--- src/rtl/uart_pkg.sv ---
// uart_pkg: shared types and helpers for the UART receive path.
// Receiver state encoding, parity selectors and baud divider math.
package uart_pkg;

  typedef enum logic [2:0] {
    RX_IDLE,
    RX_START,
    RX_DATA,
    RX_PARITY,
    RX_STOP,
    RX_WAIT_HIGH
  } rx_state_e;

  localparam int PARITY_EVEN = 0;
  localparam int PARITY_ODD  = 1;

  function automatic int baud_cycles(
    input int clk_hz,
    input int baud
  );
    return clk_hz / baud;
  endfunction

endpackage

--- src/rtl/uart_bit_sampler.sv ---
// uart_bit_sampler: line synchronizer, bit timer and 3-sample vote.
// The timer is held at zero while run is low so a start edge aligns it.
module uart_bit_sampler #(
  parameter int CYCLES = 5208
) (
  input  logic clk,
  input  logic rst,
  input  logic rx_in,
  input  logic run,
  output logic rxs,
  output logic sample_strobe,
  output logic sample_bit
);

  localparam int CW = (CYCLES > 1) ? $clog2(CYCLES) : 1;
  localparam int H  = CYCLES / 2;

  localparam logic [CW-1:0] C_LAST = CW'(CYCLES - 1);
  localparam logic [CW-1:0] C_S0   = CW'(H - 1);
  localparam logic [CW-1:0] C_S1   = CW'(H);
  localparam logic [CW-1:0] C_S2   = CW'(H + 1);

  logic          sync1;
  logic          sync2;
  logic          s0;
  logic          s1;
  logic [CW-1:0] cnt;

  always_ff @(posedge clk or negedge rst) begin
    if (!rst) begin
      sync1 <= 1'b1;
      sync2 <= 1'b1;
      s0    <= 1'b1;
      s1    <= 1'b1;
      cnt   <= '0;
    end else begin
      sync1 <= rx_in;
      sync2 <= sync1;
      if (!run)
        cnt <= '0;
      else if (cnt == C_LAST)
        cnt <= '0;
      else
        cnt <= cnt + CW'(1);
      if (cnt == C_S0)
        s0 <= sync2;
      if (cnt == C_S1)
        s1 <= sync2;
    end
  end

  assign rxs           = sync2;
  assign sample_strobe = run && (cnt == C_S2);
  // third vote is the live synchronized line at the decision cycle
  assign sample_bit    = (s0 & s1) | (s0 & sync2) | (s1 & sync2);

endmodule

--- src/rtl/rx_param.sv ---
// rx_param: parametrised UART receiver with valid/ready output.
// Frame FSM, LSB-first shifter, parity/stop checks, overrun and break.
module rx_param
  import uart_pkg::*;
#(
  parameter int CLK_FREQUENCY = 100_000_000,
  parameter int BAUD_RATE     = 19_200,
  parameter int DATA_BITS     = 8,
  parameter int PARITY_EN     = 1,
  parameter int PARITY        = PARITY_ODD,
  parameter int STOP_BITS     = 1
) (
  input  logic                 clk,
  input  logic                 rst,
  input  logic                 rx_in,
  output logic [DATA_BITS-1:0] dout,
  output logic                 valid,
  input  logic                 ready,
  output logic                 parity_err,
  output logic                 frame_err,
  output logic                 overrun,
  output logic                 break_det,
  output logic                 busy
);

  localparam int BAUD_CLOCK_CYCLES =
    baud_cycles(CLK_FREQUENCY, BAUD_RATE);
  localparam bit HAS_PAR = (PARITY_EN != 0);
  localparam bit ODD     = (PARITY == PARITY_ODD);

  localparam logic [3:0] LAST_DATA = 4'(DATA_BITS - 1);
  localparam logic [3:0] LAST_STOP = 4'(STOP_BITS - 1);

  if (BAUD_CLOCK_CYCLES < 8) begin : g_baud_chk
    $error("rx_param: BAUD_CLOCK_CYCLES below 8");
  end
  if (DATA_BITS < 5 || DATA_BITS > 9) begin : g_data_chk
    $error("rx_param: DATA_BITS outside 5..9");
  end
  if (STOP_BITS < 1 || STOP_BITS > 2) begin : g_stop_chk
    $error("rx_param: STOP_BITS must be 1 or 2");
  end

  rx_state_e            state;
  logic [DATA_BITS-1:0] sh;
  logic [3:0]           bcnt;
  logic                 perr;
  logic                 ferr;
  logic                 par_bit;
  logic                 run;
  logic                 rxs;
  logic                 strobe;
  logic                 bit_v;
  logic                 ferr_n;
  logic                 brk;

  assign run = (state == RX_START) || (state == RX_DATA) ||
               (state == RX_PARITY) || (state == RX_STOP);
  assign busy   = (state != RX_IDLE);
  assign ferr_n = ferr | ~bit_v;
  assign brk    = (sh == '0) && (!HAS_PAR || !par_bit) && ferr_n;

  uart_bit_sampler #(
    .CYCLES (BAUD_CLOCK_CYCLES)
  ) u_sampler (
    .clk           (clk),
    .rst           (rst),
    .rx_in         (rx_in),
    .run           (run),
    .rxs           (rxs),
    .sample_strobe (strobe),
    .sample_bit    (bit_v)
  );

  always_ff @(posedge clk or negedge rst) begin
    if (!rst) begin
      state      <= RX_IDLE;
      sh         <= '0;
      bcnt       <= '0;
      perr       <= 1'b0;
      ferr       <= 1'b0;
      par_bit    <= 1'b0;
      dout       <= '0;
      valid      <= 1'b0;
      parity_err <= 1'b0;
      frame_err  <= 1'b0;
      overrun    <= 1'b0;
      break_det  <= 1'b0;
    end else begin
      overrun   <= 1'b0;
      break_det <= 1'b0;
      if (valid && ready)
        valid <= 1'b0;
      unique case (state)
        RX_IDLE: begin
          if (!rxs) begin
            state <= RX_START;
            bcnt  <= '0;
            perr  <= 1'b0;
            ferr  <= 1'b0;
          end
        end
        RX_START: begin
          if (strobe)
            state <= bit_v ? RX_IDLE : RX_DATA;
        end
        RX_DATA: begin
          if (strobe) begin
            sh <= {bit_v, sh[DATA_BITS-1:1]};
            if (bcnt == LAST_DATA) begin
              bcnt  <= '0;
              state <= HAS_PAR ? RX_PARITY : RX_STOP;
            end else begin
              bcnt <= bcnt + 4'd1;
            end
          end
        end
        RX_PARITY: begin
          if (strobe) begin
            par_bit <= bit_v;
            perr    <= bit_v != ((^sh) ^ ODD);
            state   <= RX_STOP;
          end
        end
        RX_STOP: begin
          if (strobe) begin
            ferr <= ferr_n;
            if (bcnt == LAST_STOP) begin
              // a pending unread frame wins; the new one is dropped
              if (brk) begin
                break_det <= 1'b1;
              end else if (!valid || ready) begin
                dout       <= sh;
                parity_err <= perr;
                frame_err  <= ferr_n;
                valid      <= 1'b1;
              end else begin
                overrun <= 1'b1;
              end
              state <= ferr_n ? RX_WAIT_HIGH : RX_IDLE;
            end else begin
              bcnt <= bcnt + 4'd1;
            end
          end
        end
        RX_WAIT_HIGH: begin
          if (rxs)
            state <= RX_IDLE;
        end
        default: state <= RX_IDLE;
      endcase
    end
  end

endmodule

--- config.mk ---
export PLATFORM = sky130hd
export DESIGN_NAME = rx_param
export DESIGN_NICKNAME = d
export VERILOG_FILES = /design/src/rtl/uart_pkg.sv /design/src/rtl/uart_bit_sampler.sv /design/src/rtl/rx_param.sv
export SDC_FILE = /design/constraint.sdc
export NUM_CORES = 1
export LEC_CHECK = 0
export ABC_AREA = 1
export BUFFER_PORTS_ARGS = -buffer_cell sky130_fd_sc_hd__buf_2
export CAP_MARGIN = 0
export CELL_PAD_IN_SITES_DETAIL_PLACEMENT = 1
export CELL_PAD_IN_SITES_GLOBAL_PLACEMENT = 1
export CORE_UTILIZATION = 45
export DETAILED_ROUTE_END_ITERATION = 8
export PLACE_DENSITY_LB_ADDON = 0.1
export SLEW_MARGIN = 10
export SYNTH_ARGS = -nofsm -noshare
export SYNTH_HDL_FRONTEND = slang
export SYNTH_SLANG_ARGS = --single-unit
--- constraint.sdc ---
create_clock -name clk -period 1.76 [get_ports clk]
set_clock_uncertainty 0.15 [all_clocks]
set_input_delay 0.176 -clock clk [delete_from_list [all_inputs] [get_ports clk]]
set_output_delay 0.176 -clock clk [all_outputs]
set_load 0.05 [all_outputs]
==> metrics.txt <==
outcome finished with violations; violated checks setup timing; CTS buffer count 5; largest net degree at the start of global routing 31; Post-synth EDFFs 0; CP Capture Type flip-flop; WP data required 1860 ps; CP Class flip-flop to flip-flop; Initial Util 0.466; hold_ws between 150 and 200 ps; worst r2r path cells 9; LEAKAGE roughly 1.7 nW; final setup TNS -49.6 ps; Post-route DRC 0; min-delay src ready; sequential share of the synthesized area 0.470; ant diodes 0; Critical R2R Capture dout[0]; Min-Delay Endpoint overrun; min-delay worst type input port to flip-flop; Die Ht 77.5 µm; Rows 27; CP max FO 8; Gate Count Post-Synth about 330; final core occ 0.616; num ports 18; Root Buffer clkbuf_8; Final ANT Viol Nets 0; Die X around 78 µm; max frequency 563 MHz; Arr. time, crit path about 1900 ps; commonest non-fill, non-tap cell in the layout nand2_1; DRT iter0 DRCs 58; core box area 5510 µm²; max incr delay on CP about 580 ps; CTS Sinks 48; Post-Syn Nets 339; clock latency on the worst-skew pair 310 ps; maxcap violations 0; Total Routing Usage GR 0.245; Async SR Flop Fraction 1.00; top_reg_cell synth dfrtp_1; startpoint types flip-flop; final global-route overflow total 0; CP max stage cell dfstp_2; DP Wirelength roughly 4900 µm; Worst-path clk slew 100 ps; Synth Register Bits 48; first-pass GRT wire length 11500 µm; RSZ-0062 raised after global routing true; most frequent cells in the layout 80 x nand2_1, 40 x dfrtp_1, 40 x buf_4, 36 x inv_1, 34 x nor2_1; peak supply drop 0.000267 V; Layout fillers 675; CTS tree built; via count between 2000 and 2500; share of layout cells above drive strength 1 0.335; fin. max-slew vios 0; vias in the first global route 2493; synthesis-to-finish area growth 32.2%; Port Buf Inserts 17; Die ar. 6010 µm²; Final Critical Period 1780 ps; period utilization 1.01; actual slew at the worst max-slew pin between 400 and 500 ps; H-tree depth 2; pwr dens slightly below 600 nW/µm²; flop2flop setup slack -20 ps; Distinct cells, synth 27; Hold Vio Cnt, Final 0; Routed WL per cell 16.0 µm; initial antenna violation count 0; Worst slew margin 0.673; launch point of the worst reg-to-reg path u_sampler.rxs; most frequent CP cell nand2_2; critical path cell sequence nand2_2 > a21oi_4 > nand2_2 > nand2_2 > inv_2 > nor2_4 > buf_6 > nand3_2 > nand2_1; via density per instance 5.10; final wirelength 7460 µm; Final #Nets 406; clk buf depth 2; Synth Warn # 0; Syn Area/Cell 7.87 µm²; Mapped Area 2570 µm²; routability cong. between 0.8 and 0.9; Design Area, Final 3390 µm²; number of detailed-route iterations in the first pass 4; Min-Delay Path Depth 4; final setup vio count 5; Area after DPL 2940 µm²; worst setup margin -15.2 ps
[state kept, by name, summed over array words and instances (netlist names)]
signal / cells
bcnt: 4
break_det: 1
dout: 8
ferr: 1
frame_err: 1
overrun: 1
par_bit: 1
parity_err: 1
perr: 1
sh: 8
state: 3
u_sampler.cnt: 13
u_sampler.rxs: 1
u_sampler.s0: 1
u_sampler.s1: 1
u_sampler.sync1: 1
valid: 1
[routing by layer]
| layer | vias up | wire length [µm] | global-route usage | share of wire |
|---|---|---|---|---|
| met4 | 0 | 156 | 0.0698 | 0.021 |
| met3 | 17 | 153 | 0.0306 | 0.021 |
| met2 | 42 | 4170 | 0.480 | 0.56 |
| met5 | - | 0 | 0 | 0 |
| li1 | 1154 | - | - | - |
| met1 | 1164 | 2980 | 0.274 | 0.40 |
[power by group]
part	internal, mW	switching (mW)	total (mW)
Clock	0.429	0.404	0.833
Sequential	1.11	0.00186	1.11
Combinational	0.0107	0.0265	0.0372
Total	1.55	0.433	1.98
[cells in the mapped netlist (2+ instances only)]
cell type,instances,share of area
nand2_2,4,0.0097
nand3_1,30,0.059
a21oi_1,4,0.0078
nor2_4,3,0.013
nand2_1,91,0.13
nor2_1,38,0.056
inv_1,44,0.064
inv_2,3,0.0044
o21ai_0,13,0.025
nand4_1,4,0.0097
nand3_2,2,0.0078
nor4_1,2,0.0049
nor2_2,3,0.0073
a21oi_4,2,0.013
nor3_1,5,0.0097
dfstp_2,4,0.041
ha_1,9,0.044
xor2_1,8,0.027
dfrtp_1,44,0.43
buf_2,2,0.0039
nor3b_1,2,0.0058
o21ai_1,4,0.0078
[metrics by stage]
stage,cells,power (mW),setup WS [ps]
floorplan,326,1.13,172
global placement,440,1.16,44.0
detailed placement,440,1.17,-24.0
CTS,452,2.00,-18.3
global route,466,2.03,-124
finish,466,1.98,-15.2
[what timing repair did]
item                                   4_1_cts  5_1_grt
endpoints found under the hold margin       15        0
buffers inserted                             2       13
setup endpoints to repair                   18       40
resized for setup                            3       50
pin swaps                                    3       22
hold buffers                                 2        0
cloned                                       0        1
[cell families (layout without fill, tap and decap cells)]
family / count (synthesis) / count (layout) / synth area share
DFF: 48 / 48 / 0.470
AOI/OAI and AO/OA: 26 / 26 / 0.0629
buffers and inverters: 50 / 117 / 0.0770
xor gates and xnor gates: 9 / 9 / 0.0307
adders and majority gates: 9 / 9 / 0.0439
and+or+nand+nor: 184 / 185 / 0.315
[how the worst max path moves through the flow]
stage | from | endpoint | slack [ps] | depth (start not counted)
2_1_floorplan | u_sampler.cnt[1] | bcnt[0] | 170 | 9
3_3_place_gp | u_sampler.rxs | parity_err | 40 | 9
3_5_place_dp | u_sampler.cnt[1] | dout[6] | -20 | 9
4_1_cts | u_sampler.cnt[1] | ferr | -20 | 9
5_1_grt | state[1] | state[2] | -120 | 10
6_report | u_sampler.rxs | dout[0] | -20 | 9
[final cells by class]
class                   count  area, µm²  share of cell area
clock inverters             3       46.3              0.0136
flip-flops and latches     48       1210               0.357
inverters                  47        176              0.0520
clock buffers               5       68.8              0.0203
multi-input cells         229       1350               0.399
well taps                  72       90.1              0.0265
repair buffers             62        448               0.132
[worst max-delay path: cells and delay by family, from the launching register on]
| family | cells | cell delay, ps |
|---|---|---|
| AO/OA/AOI/OAI | 1 | 180 |
| buffers and inverters | 2 | 220 |
| flip-flops | 1 | 580 |
| AND/OR/NAND/NOR | 6 | 570 |
(Power assumes the default switching activity.)
